$ cat src/rtl/bl_wl_prog_pkg.sv
// rtl/bl_wl_prog_pkg.sv - shared state type, width helpers and default timing for the BL/WL programmer
package bl_wl_prog_pkg;

  typedef enum logic [1:0] {IDLE, SETUP, PULSE, HOLD} prog_state_e;

  localparam int DEF_NUM_ROWS  = 8;
  localparam int DEF_NUM_COLS  = 8;
  localparam int DEF_SETUP_CYC = 1;
  localparam int DEF_PULSE_CYC = 2;
  localparam int DEF_HOLD_CYC  = 1;

  // Never returns 0 so a degenerate value still yields a legal vector width.
  function automatic int clog2_min1(input int value);
    int w;
    for (w = 0; (1 << w) < value; w++) begin
    end
    return (w < 1) ? 1 : w;
  endfunction

  function automatic int max3(input int a, input int b, input int c);
    int m;
    m = (a > b) ? a : b;
    return (m > c) ? m : c;
  endfunction

endpackage

$ cat src/rtl/bl_wl_phase_timer.sv
// rtl/bl_wl_phase_timer.sv - loadable down-counter shared by the setup, pulse and hold phases
module bl_wl_phase_timer #(
  parameter int CNT_W = 2
) (
  input  logic             i_clk,
  input  logic             i_rst_n,
  input  logic             i_load,
  input  logic [CNT_W-1:0] i_load_val,
  output logic             o_expire
);

  logic [CNT_W-1:0] r_count;

  // Parks at 1 once a phase ends, so the count can never wrap.
  always_ff @(posedge i_clk or negedge i_rst_n) begin
    if (!i_rst_n) begin
      r_count <= '0;
    end else if (i_load) begin
      r_count <= i_load_val;
    end else if (r_count > CNT_W'(1)) begin
      r_count <= r_count - CNT_W'(1);
    end
  end

  assign o_expire = (r_count == CNT_W'(1));

endmodule

$ cat src/rtl/bl_wl_programmer.sv
// rtl/bl_wl_programmer.sv - configuration-memory row writer: drives BL/BLB, then pulses one word line
module bl_wl_programmer
  import bl_wl_prog_pkg::*;
#(
  parameter  int NUM_ROWS  = DEF_NUM_ROWS,
  parameter  int NUM_COLS  = DEF_NUM_COLS,
  parameter  int SETUP_CYC = DEF_SETUP_CYC,
  parameter  int PULSE_CYC = DEF_PULSE_CYC,
  parameter  int HOLD_CYC  = DEF_HOLD_CYC,
  localparam int ROW_W     = clog2_min1(NUM_ROWS)
) (
  input  logic                prog_clk,
  input  logic                prog_rst_n,
  input  logic                cfg_valid,
  output logic                cfg_ready,
  input  logic [ROW_W-1:0]    cfg_row,
  input  logic [NUM_COLS-1:0] cfg_data,
  output logic [NUM_COLS-1:0] bl,
  output logic [NUM_COLS-1:0] blb,
  output logic [NUM_ROWS-1:0] wl,
  output logic                busy,
  output logic                done,
  output logic                err
);

  localparam int             CNT_W     = clog2_min1(max3(SETUP_CYC, PULSE_CYC, HOLD_CYC) + 1);
  localparam logic [ROW_W:0] ROW_LIMIT = (ROW_W + 1)'(NUM_ROWS);

  prog_state_e         r_state;
  logic [ROW_W-1:0]    r_row;
  logic [NUM_COLS-1:0] r_bl;
  logic [NUM_COLS-1:0] r_blb;
  logic [NUM_ROWS-1:0] r_wl;
  logic                r_done;
  logic                r_err;

  logic                w_take;
  logic                w_row_ok;
  logic                w_load;
  logic [CNT_W-1:0]    w_load_val;
  logic                w_expire;
  logic [NUM_ROWS-1:0] w_wl_sel;

  assign w_take   = cfg_valid && (r_state == IDLE);
  // One extra bit so non-power-of-two row counts can see out-of-range indices.
  assign w_row_ok = ({1'b0, cfg_row} < ROW_LIMIT);

  always_comb begin
    w_load     = 1'b0;
    w_load_val = CNT_W'(SETUP_CYC);
    case (r_state)
      IDLE:  w_load = w_take && w_row_ok;
      SETUP: begin
        w_load     = w_expire;
        w_load_val = CNT_W'(PULSE_CYC);
      end
      PULSE: begin
        w_load     = w_expire;
        w_load_val = CNT_W'(HOLD_CYC);
      end
      default: w_load = 1'b0;
    endcase
  end

  always_comb begin
    w_wl_sel = '0;
    for (int i = 0; i < NUM_ROWS; i++) begin
      w_wl_sel[i] = (r_row == ROW_W'(i));
    end
  end

  bl_wl_phase_timer #(
    .CNT_W (CNT_W)
  ) u_phase_timer (
    .i_clk      (prog_clk),
    .i_rst_n    (prog_rst_n),
    .i_load     (w_load),
    .i_load_val (w_load_val),
    .o_expire   (w_expire)
  );

  always_ff @(posedge prog_clk or negedge prog_rst_n) begin
    if (!prog_rst_n) begin
      r_state <= IDLE;
      r_row   <= '0;
      r_bl    <= '0;
      r_blb   <= '0;
      r_wl    <= '0;
      r_done  <= 1'b0;
      r_err   <= 1'b0;
    end else begin
      r_done <= 1'b0;
      r_err  <= 1'b0;
      case (r_state)
        IDLE: begin
          if (w_take) begin
            if (w_row_ok) begin
              r_state <= SETUP;
              r_row   <= cfg_row;
              r_bl    <= cfg_data;
              r_blb   <= ~cfg_data;
            end else begin
              r_err <= 1'b1;
            end
          end
        end
        SETUP: begin
          if (w_expire) begin
            r_state <= PULSE;
            r_wl    <= w_wl_sel;
          end
        end
        PULSE: begin
          if (w_expire) begin
            r_state <= HOLD;
            r_wl    <= '0;
          end
        end
        HOLD: begin
          if (w_expire) begin
            r_state <= IDLE;
            r_done  <= 1'b1;
            r_bl    <= '0;
            r_blb   <= '0;
          end
        end
        default: r_state <= IDLE;
      endcase
    end
  end

  assign cfg_ready = (r_state == IDLE);
  assign busy      = (r_state != IDLE);
  assign bl        = r_bl;
  assign blb       = r_blb;
  assign wl        = r_wl;
  assign done      = r_done;
  assign err       = r_err;

endmodule

$ cat config.mk
export PLATFORM = sky130hd
export DESIGN_NAME = bl_wl_programmer
export DESIGN_NICKNAME = d
export VERILOG_FILES = /design/src/rtl/bl_wl_prog_pkg.sv /design/src/rtl/bl_wl_phase_timer.sv /design/src/rtl/bl_wl_programmer.sv
export SDC_FILE = /design/constraint.sdc
export NUM_CORES = 1
export LEC_CHECK = 0
export CAP_MARGIN = 20
export CORE_MARGIN = 10
export CORE_UTILIZATION = 51
export DETAILED_ROUTE_END_ITERATION = 12
export GPL_ROUTABILITY_DRIVEN = 0
export GPL_TIMING_DRIVEN = 0
export PLACE_DENSITY = 0.94
export SLEW_MARGIN = 20
export SYNTH_ARGS = -nofsm -noshare
export SYNTH_HDL_FRONTEND = slang
export SYNTH_SLANG_ARGS = --single-unit
export TNS_END_PERCENT = 5
$ cat constraint.sdc
create_clock -name prog_clk -period 3.6 [get_ports prog_clk]
set_clock_uncertainty 0.1 [all_clocks]
set_input_delay 0.72 -clock prog_clk [delete_from_list [all_inputs] [get_ports prog_clk]]
set_output_delay 0.72 -clock prog_clk [all_outputs]
set_load 0.05 [all_outputs]
# After elaboration in Yosys (flattened, before gate mapping)
# Index checks and enable logic that the tools add are counted.
# op_classes
addsub,1
order_cmp,1
eq_ne,15
n_mux,18
n_bitwise,1
n_reduce_logical,12
# op_table
cell,count
$pmux W8 S2,3
$mux W8,4
$mux W2,7
$eq A3 B3 Y1 const B,4
$ne A2 B1 Y1 const B,4
$not A8 Y8,1
$pmux W2 S4,1
$reduce_bool A2 Y1,4
$eq A3 B2 Y1 const B,2
$reduce_and A3 Y1,2
$eq A2 B1 Y1 const B,2
$eq A2 B2 Y1 const B,2
$reduce_and A4 Y1,1
$eq A3 B1 Y1 const B,1
$logic_not A3 Y1,1
$gt A2 B1 Y1 const B,1
$logic_not A2 Y1,1
$mux W1,2
$pmux W1 S2,1
$reduce_and A2 Y1,1
$reduce_or A2 Y1,1
$sub A2 B1 Y2 const B,1
$logic_and A1 B1 Y1,1
# totals
register_bits,32
input_bits,14
output_inout_bits,28

# Logic depth before layout (Yosys ltp)
# Gate-level depths: netlist (run 1).
# depth
ltp_word,4
depth_mapped,8
mapped_depth_nobuf,5

# Hierarchy
# A second synthesis (run 1) with hierarchy kept.
# unflattened
hier_cells,138
area_unflattened_um2,1550.2
# by_module_without_submodules
module,n_inst,cells_per_inst,area_each_um2
bl_wl_programmer,1,127,1437.6
bl_wl_phase_timer,1,11,112.6

# Least setup slack after synthesis (run 1)
# OpenSTA, ideal clock, no wires.
# synth_timing
path_kind,register to register
startpoint,register r_state[0]
endpoint,"register r_blb[5], in the netlist blb[5]"
setup_ns,0.125
t_arrival_ns,2.242
t_required_ns,3.375
path_slack_ns,1.133
path_stages_with_launch,9
path_buffers,3
period_less_slack_ns,2.467
cell_sequence,dfrtp_1 inv_1 ha_1 buf_6 inv_1 o22a_1 buf_6 buf_8 mux2_4
# synth_between
elab_chain_len,4
# synth_lines
element,line_no,rtl
start: declaration,bl_wl_programmer.sv:29,prog_state_e r_state;
start signal: assignment,bl_wl_programmer.sv:84,r_state <= IDLE;
start signal: assignment,bl_wl_programmer.sv:98,r_state <= SETUP;
start signal: assignment,bl_wl_programmer.sv:109,r_state <= PULSE;
$logic_not A2 Y1 *,-,
net cfg_ready,bl_wl_programmer.sv:15,"output logic cfg_ready,"
$logic_and A1 B1 Y1,bl_wl_programmer.sv:44,assign w_take = cfg_valid && (r_state == IDLE);
$ne A2 B1 Y1 (no line),-,
$reduce_and A3 Y1 (no line),-,
end signal: assignment,bl_wl_programmer.sv:101,r_blb <= ~cfg_data;
end: declaration,bl_wl_programmer.sv:32,logic [NUM_COLS-1:0] r_blb;
# Mark *: on every way through the listed nets, which the timed path passes. The rest lies on a longest branch.
# A chain may end at the register's enable or synchronous reset.

# Final worst setup path (run 1)
# layout_timing
startpoint,register r_state[1]
endpoint,output busy
# layout_between
elab_chain_len,1
# layout_lines
element,line_no,rtl
$reduce_bool A2 Y1,bl_wl_programmer.sv:133,assign busy = (r_state != IDLE);
end: declaration,bl_wl_programmer.sv:21,"output logic busy,"
# Every way passes these cells.

==> results of run 1 <==
## stage by stage
| stage | setup slack [ns] | instances |
|---|---|---|
| final | 0.599 | 213 |
| after detailed placement | 0.970 | 205 |
| after floorplan | 1.13 | 134 |
| after global placement | 1.00 | 205 |
| after CTS | 0.579 | 213 |
| after global routing | 0.490 | 213 |
## worst max-delay path: stages (launching register included)
cell and delay, ns:
dfrtp_1 0.43, inv_1 0.11, ha_1 0.24, buf_6 0.15, inv_1 0.10, clkdlybuf4s50_1 0.82
## final timing paths
check                                start     end  slack, ns  depth (start not counted)
worst max-delay path            r_state[1]    busy       0.60                          5
worst min-delay path            prog_rst_n  blb[4]       0.31                          1
worst max register to register  r_state[1]  blb[5]       1.61                          8
worst min register to register       wl[0]   wl[0]       0.41                          1
max in group asynchronous       prog_rst_n   wl[1]       2.64                          1
min in group prog_clk                wl[0]   wl[0]       0.41                          1
## logic make-up (layout without fill, tap and decap cells)
family                   Yosys count  count (layout)  synth area share [%]
AO/OA/AOI/OAI                     13              13                  4.74
XOR/XNOR                           1               1                 0.562
adder cells (fa/ha/maj)            7               7                  5.62
buffers and inverters             21              69                  7.63
flip-flops                        32              32                  51.4
multiplexers                      23              23                  16.9
other                              1               1                 0.241
AND/OR/NAND/NOR                   36              36                  12.9
## per-layer routing
layer,vias to the layer above,global-route usage (%),wire (um)
met2,31,21.1,1760
met5,-,0,0
met4,0,6.80,73
met3,7,5.39,245
met1,547,14.7,1420
li1,544,-,-
## sequential cells by signal, summed over array words and instances (netlist names)
signal	flops
wl	8
u_phase_timer.r_count	2
blb	8
r_row	3
done	1
bl	8
r_state	2
## final cells by class
cell class,count,area [um2],area share [%]
flip-flops and latches,32,801,39.0
multi-input cells,81,638,31.1
repair buffers,40,395,19.3
plain buffers,8,70.1,3.41
clock buffers,6,51.3,2.50
inverters,13,48.8,2.38
well taps,31,38.8,1.89
clock inverters,2,10.0,0.488
## cells in the final DEF (no fill, tap or decap), types with 5 or more instances in the layout
cell type / netlist / final
clkbuf_4: 0 / 5
clkdlybuf4s50_1: 0 / 39
dfrtp_1: 32 / 32
ha_1: 7 / 7
inv_1: 13 / 13
mux2_2: 18 / 18
nand4b_1: 8 / 8
nor2_1: 13 / 13
nor3_1: 5 / 5
o21ai_0: 9 / 9
==> qor.csv, run 1 <==
metric,value,unit
WS Path Type,reg2out,
overall die height,75.3,um
Setup-failing EPs final,0,
hold buffer count at CTS,0,
Mapped Cells,134,
1st-pass router iterations,4,
total gr overflow,0,
critical path endpoint category,output port,
port bufs,40,
slew at the pin closest to its max-slew limit,0.700,ns
clock slew at reported path FFs,0.11,ns
CTS Root Cell,clkbuf_4,
Yosys warning count,0,
maximum clock path buffer count,2,
Core Area,0.00283,mm2
# IOs,42,
diode count,0,
top cell type by total area after synthesis,dfrtp_1,
Critical Path AT,2.18,ns
Final min period,3.00,ns
DP Area,0.00199,mm2
Skew-Pair Late Insertion Delay,0.33,ns
Worst Path Required,2.78,ns
Fill cells,199,
fin util,72.6,%
post-synth cell types,26,
vias in the first global route,1132,
share of cells above drive strength 1,20.9,%
RSZ-0062 raised after global routing,no,
cell area after synthesis,0.00156,mm2
# rows,19,
# DRC,0,
max-slew violations,0,
Via Count,1129,
DPL Wire Length,2720,um
Synth top area share,51.4,%
largest net degree at the start of global routing,33,
post-CTS resize count,0,
Seq cells post-synth,32,
sequential area share after synthesis,51.4,%
"wirelength, routed",3500,um
antenna violations before repair,0,
list of most frequent post-synthesis cells,"dfrtp_1 (32), mux2_2 (18), inv_1 (13), nor2_1 (13), o21ai_0 (9)",
width of the die,75.3,um
Tot GR Track Use,13.1,%
hold_ws,0.313,ns
Max Cap Viol,0,
worst hold path type,in2async,
Post-synth top flop,dfrtp_1,
Synth area leaders,"dfrtp_1 (51%), mux2_2 (13%), ha_1 (5.6%)",
Layout Nets,202,
Post-CTS Setup Inserts,0,
final period utilization,83.4,%
startpoint types,flip-flop,
H-tree lvl count,2,
Post-synth ARST share,100,%
CTS tree,yes,
Fin. Hold Viols,0,
Iteration-0 DRC Markers,108,
Sink Count,32,
syn_nets,155,
cell with the most instances after synthesis,dfrtp_1,
Final Instance Area,0.00205,mm2
Area growth syn-to-layout,31.8,%
Slew headroom,53.3,%
setup tns final,0,ns
CTS Buf Count,5,
post-route ant nets,0,
fmax,0.333,GHz
total die area,0.00566,mm2
status,"complete, no violations",
CP Max Fanout,10,
first-pass GRT wire length,5540,um
Post-synth EDFFs,0,
initial core utilization,55.1,%
Avg Synthesized Cell Area,11.6,um2
WL per Instance,16.4,um
mean number of vias per cell,5.30,
Power of run 1 is left out: the tool's default activity adds up to more than one toggle a clock period on the data nets, which glitch-free logic cannot reach.
==> run 2: changes to the inputs <==
CORE_UTILIZATION = 47   (was 51)
PLACE_DENSITY = 0.88   (was 0.94)
clock period = 3.1 ns   (was 3.6 ns; I/O delays follow)
==> qor.csv, run 2 (synthesis gave the netlist of run 1 again) <==
metric,value,unit
hold buffer count at CTS,0,
Via Count,1132,
"commonest cells after routing, fill and taps aside","clkdlybuf4s50_1 (39), dfrtp_1 (32), mux2_2 (18), inv_1 (13), nor2_1 (13)",
# DRC,0,
Crit path largest cell delay,0.82,ns
share of cells above drive strength 1,20.9,%
dpl cells,218,
overall die height,77.6,um
"most used cell, CP",inv_1,
WS Path Type,reg2out,
Final min period,2.91,ns
Setup-failing EPs final,0,
fmax,0.344,GHz
Core Area,0.00310,mm2
"wirelength, routed",3390,um
total gr overflow,0,
status,"complete, no violations",
antenna violations before repair,0,
crit-path cells,inv_1 -> ha_1 -> buf_6 -> inv_1 -> clkdlybuf4s50_1,
clock slew at reported path FFs,0.10,ns
DPL Wire Length,2710,um
vias in the first global route,1198,
Layout Nets,202,
port bufs,40,
# rows,20,
CTS Buf Count,5,
CTS Root Cell,clkbuf_4,
FF-to-FF setup slack,1.09,ns
Fin. Hold Viols,0,
Area growth syn-to-layout,32.9,%
Final Instance Area,0.00207,mm2
Critical Path AT,2.19,ns
final period utilization,93.8,%
total die area,0.00602,mm2
post-route ant nets,0,
Max Cap Viol,0,
Iteration-0 DRC Markers,85,
Post-Layout Cell Count,226,
hold_ws,0.218,ns
initial core utilization,50.2,%
width of the die,77.6,um
slew at the pin closest to its max-slew limit,0.683,ns
WL per Instance,15.0,um
RSZ-0062 raised after global routing,no,
critical path endpoint category,output port,
maximum clock path buffer count,2,
worst hold path type,in2async,
CP Max Fanout,10,
Sink Count,32,
Skew-Pair Late Insertion Delay,0.33,ns
DP Area,0.00201,mm2
mean number of vias per cell,5.01,
Worst Path Required,2.38,ns
diode count,0,
Fill cells,260,
Tot GR Track Use,12.1,%
post-CTS resize count,0,
setup tns final,0,ns
"commonest non-fill, non-tap cell in the layout",clkdlybuf4s50_1,
startpoint types,flip-flop,
CTS tree,yes,
largest net degree at the start of global routing,33,
first-pass GRT wire length,5890,um
max-slew violations,0,
Post-CTS Setup Inserts,0,
# IOs,42,
Slew headroom,54.5,%
H-tree lvl count,2,
CP max stage cell,clkdlybuf4s50_1,
1st-pass router iterations,4,
-- run 2: per-layer routing --
layer	share of wire, %	vias up	track usage [%]
met1	46	540	14.2
li1	-	538	-
met3	5.5	8	3.69
met5	0	-	0
met2	46	46	19.7
met4	2.4	0	5.47
-- run 2: worst paths after layout --
kind                            start      to  cells after the start
hold reg to reg                blb[2]  blb[2]                      1
max in group asynchronous  prog_rst_n  blb[4]                      1
min in group prog_clk          blb[2]  blb[2]                      1
setup / recovery           r_state[0]    busy                      5
hold / removal             prog_rst_n  blb[7]                      1
setup reg to reg           r_state[0]  blb[5]                      8
-- run 2: critical path: cells and delay by family, from the launching register on --
kind / cells / cell delay (ns)
adders and majority gates: 1 / 0.26
buffers and inverters: 4 / 1.20
DFF: 1 / 0.41
-- run 2: stage by stage --
step | setup slack, ns | util (%)
6_report | 0.192 | 66.7
2_1_floorplan | 0.633 | -
4_1_cts | 0.175 | 66.7
3_3_place_gp | 0.592 | 64.9
5_1_grt | 0.0728 | 66.7
3_5_place_dp | 0.553 | 64.7
-- run 2: final cells by class --
| cell class | count | area [um2] | share of cell area, % |
|---|---|---|---|
| multi-input cells | 81 | 638 | 30.8 |
| clock inverters | 2 | 10.0 | 0.484 |
| repair buffers | 40 | 395 | 19.1 |
| well taps | 44 | 55.1 | 2.66 |
| plain buffers | 8 | 70.1 | 3.39 |
| flip-flops and latches | 32 | 801 | 38.7 |
| inverters | 13 | 48.8 | 2.36 |
| clock buffers | 6 | 51.3 | 2.48 |
Power of run 2 is left out for the same reason.
==> run 3: changes to the inputs <==
ABC_AREA = 1   (was default)
CORE_UTILIZATION = 48   (was 47)
==> qor.csv, run 3 <==
metric,value,unit
status,"complete, no violations",
initial core utilization,49.7,%
Core Area,0.00334,mm2
mean number of vias per cell,4.84,
"commonest non-fill, non-tap cell in the layout",clkdlybuf4s50_1,
Post-synth ARST share,100,%
Critical Path AT,2.05,ns
CP Max Fanout,5,
critical path endpoint category,output port,
clock slew at reported path FFs,0.09,ns
Setup-failing EPs final,0,
Yosys warning count,0,
share of cells above drive strength 1,23.9,%
final period utilization,89.3,%
Layout Nets,247,
# IOs,42,
diode count,0,
CTS Root Cell,clkbuf_4,
fmax,0.361,GHz
DPL Wire Length,2690,um
1st-pass router iterations,5,
vias in the first global route,1300,
Fin. Hold Viols,0,
dpl cells,265,
Seq cells post-synth,32,
Synth area leaders,"dfrtp_1 (48%), o21ai_2 (9.0%), nand2_1 (7.7%)",
max-slew violations,0,
total die area,0.00620,mm2
overall die height,78.8,um
cell with the most instances after synthesis,nand2_1,
syn_nets,200,
worst hold path type,in2async,
Avg Synthesized Cell Area,9.26,um2
total gr overflow,0,
Fill cells,283,
WL per Instance,13.1,um
port bufs,40,
Max Cap Viol,0,
# rows,21,
post-route ant nets,0,
hold buffer count at CTS,0,
Tot GR Track Use,11.9,%
Skew-Pair Late Insertion Delay,0.33,ns
Post-synth EDFFs,0,
Post-synth top flop,dfrtp_1,
Post-CTS Setup Inserts,0,
maximum clock path buffer count,2,
Iteration-0 DRC Markers,56,
Post-Layout Cell Count,272,
first-pass GRT wire length,5980,um
top cell type by total area after synthesis,dfrtp_1,
post-CTS resize count,0,
post-synth cell types,21,
setup tns final,0,ns
Worst Path Required,2.38,ns
startpoint types,flip-flop,
cell area after synthesis,0.00166,mm2
Slew headroom,52.9,%
largest net degree at the start of global routing,33,
CTS Buf Count,5,
Synth top area share,48.3,%
# DRC,0,
Via Count,1316,
Reg2Reg Depth,9,
antenna violations before repair,0,
width of the die,78.8,um
"wirelength, routed",3550,um
Sink Count,32,
CTS tree,yes,
Final min period,2.77,ns
list of most frequent post-synthesis cells,"nand2_1 (34), dfrtp_1 (32), inv_1 (20)",
WS Path Type,reg2out,
"commonest cells after routing, fill and taps aside","clkdlybuf4s50_1 (39), nand2_1 (34), dfrtp_1 (32), inv_1 (20), o21ai_2 (17)",
RSZ-0062 raised after global routing,no,
Area growth syn-to-layout,30.1,%
H-tree lvl count,2,
sequential area share after synthesis,48.3,%
slew at the pin closest to its max-slew limit,0.706,ns
Mapped Cells,179,
## run 3: changes by cell type in the layout (fill, tap and decap cells not counted), moves of 4 or more
cell	delta
inv_1	+7
mux2_2	-18
nand2_1	+31
nand2_2	+10
nand3_1	+4
nand4_1	+8
nand4b_1	-8
nor3_1	-5
o21ai_2	+16
or2_2	+8
## run 3: path summary, 6_finish.rpt
| check | from | to | slack (ns) |
|---|---|---|---|
| max in group asynchronous | prog_rst_n | blb[5] | 2.22 |
| setup / recovery | r_state[0] | busy | 0.33 |
| min in group prog_clk | blb[6] | blb[6] | 0.39 |
| setup reg to reg | r_state[0] | u_phase_timer.r_count[0] | 1.37 |
| hold reg to reg | blb[6] | blb[6] | 0.39 |
| hold / removal | prog_rst_n | blb[7] | 0.22 |
## run 3: kinds of logic after synthesis
| kind of cell | Yosys count | share of synthesized area (%) |
|---|---|---|
| AO/OA/AOI/OAI | 29 | 12.6 |
| adder cells (fa/ha/maj) | 7 | 5.28 |
| buffers and inverters | 31 | 10.6 |
| flip-flops | 32 | 48.3 |
| other | 1 | 0.226 |
| AND/OR/NAND/NOR | 79 | 22.9 |
## run 3: per-stage QoR
stage	instance area, um2	hold WS, ns	util (%)	setup slack [ns]
CTS	2160	0.241	64.6	0.315
detailed placement	2110	0.369	63.3	0.700
global route	2160	0.261	64.6	0.250
finish	2160	0.222	64.6	0.332
floorplan	1660	0.224	-	0.923
global placement	2120	0.364	63.4	0.717
## run 3: worst max-delay path, stage by stage (launching register included)
cell	delay (ns)
dfrtp_1	0.44
inv_1	0.11
ha_1	0.26
inv_1	0.09
clkdlybuf4s50_1	0.81
## run 3: area by class of cell
cell class / instances / area [um2] / share of cell area [%]
Timing Repair Buffer: 40 / 395 / 18.3
Sequential cell: 32 / 801 / 37.1
Multi-Input combinational cell: 116 / 681 / 31.6
Tap cell: 46 / 57.6 / 2.67
Inverter: 23 / 86.3 / 4.00
Clock buffer: 6 / 41.3 / 1.91
Clock inverter: 1 / 5.00 / 0.232
Buffer: 8 / 90.1 / 4.18
## run 3: per-layer routing
layer	GRT usage [%]	routed length, um	up-vias	share of wire, %
li1	-	-	654	-
met1	13.0	1540	602	43
met2	19.7	1650	54	46
met3	5.52	310	6	8.7
met4	4.84	48	0	1.4
met5	0	0	-	0
Power of run 3 is left out for the same reason.
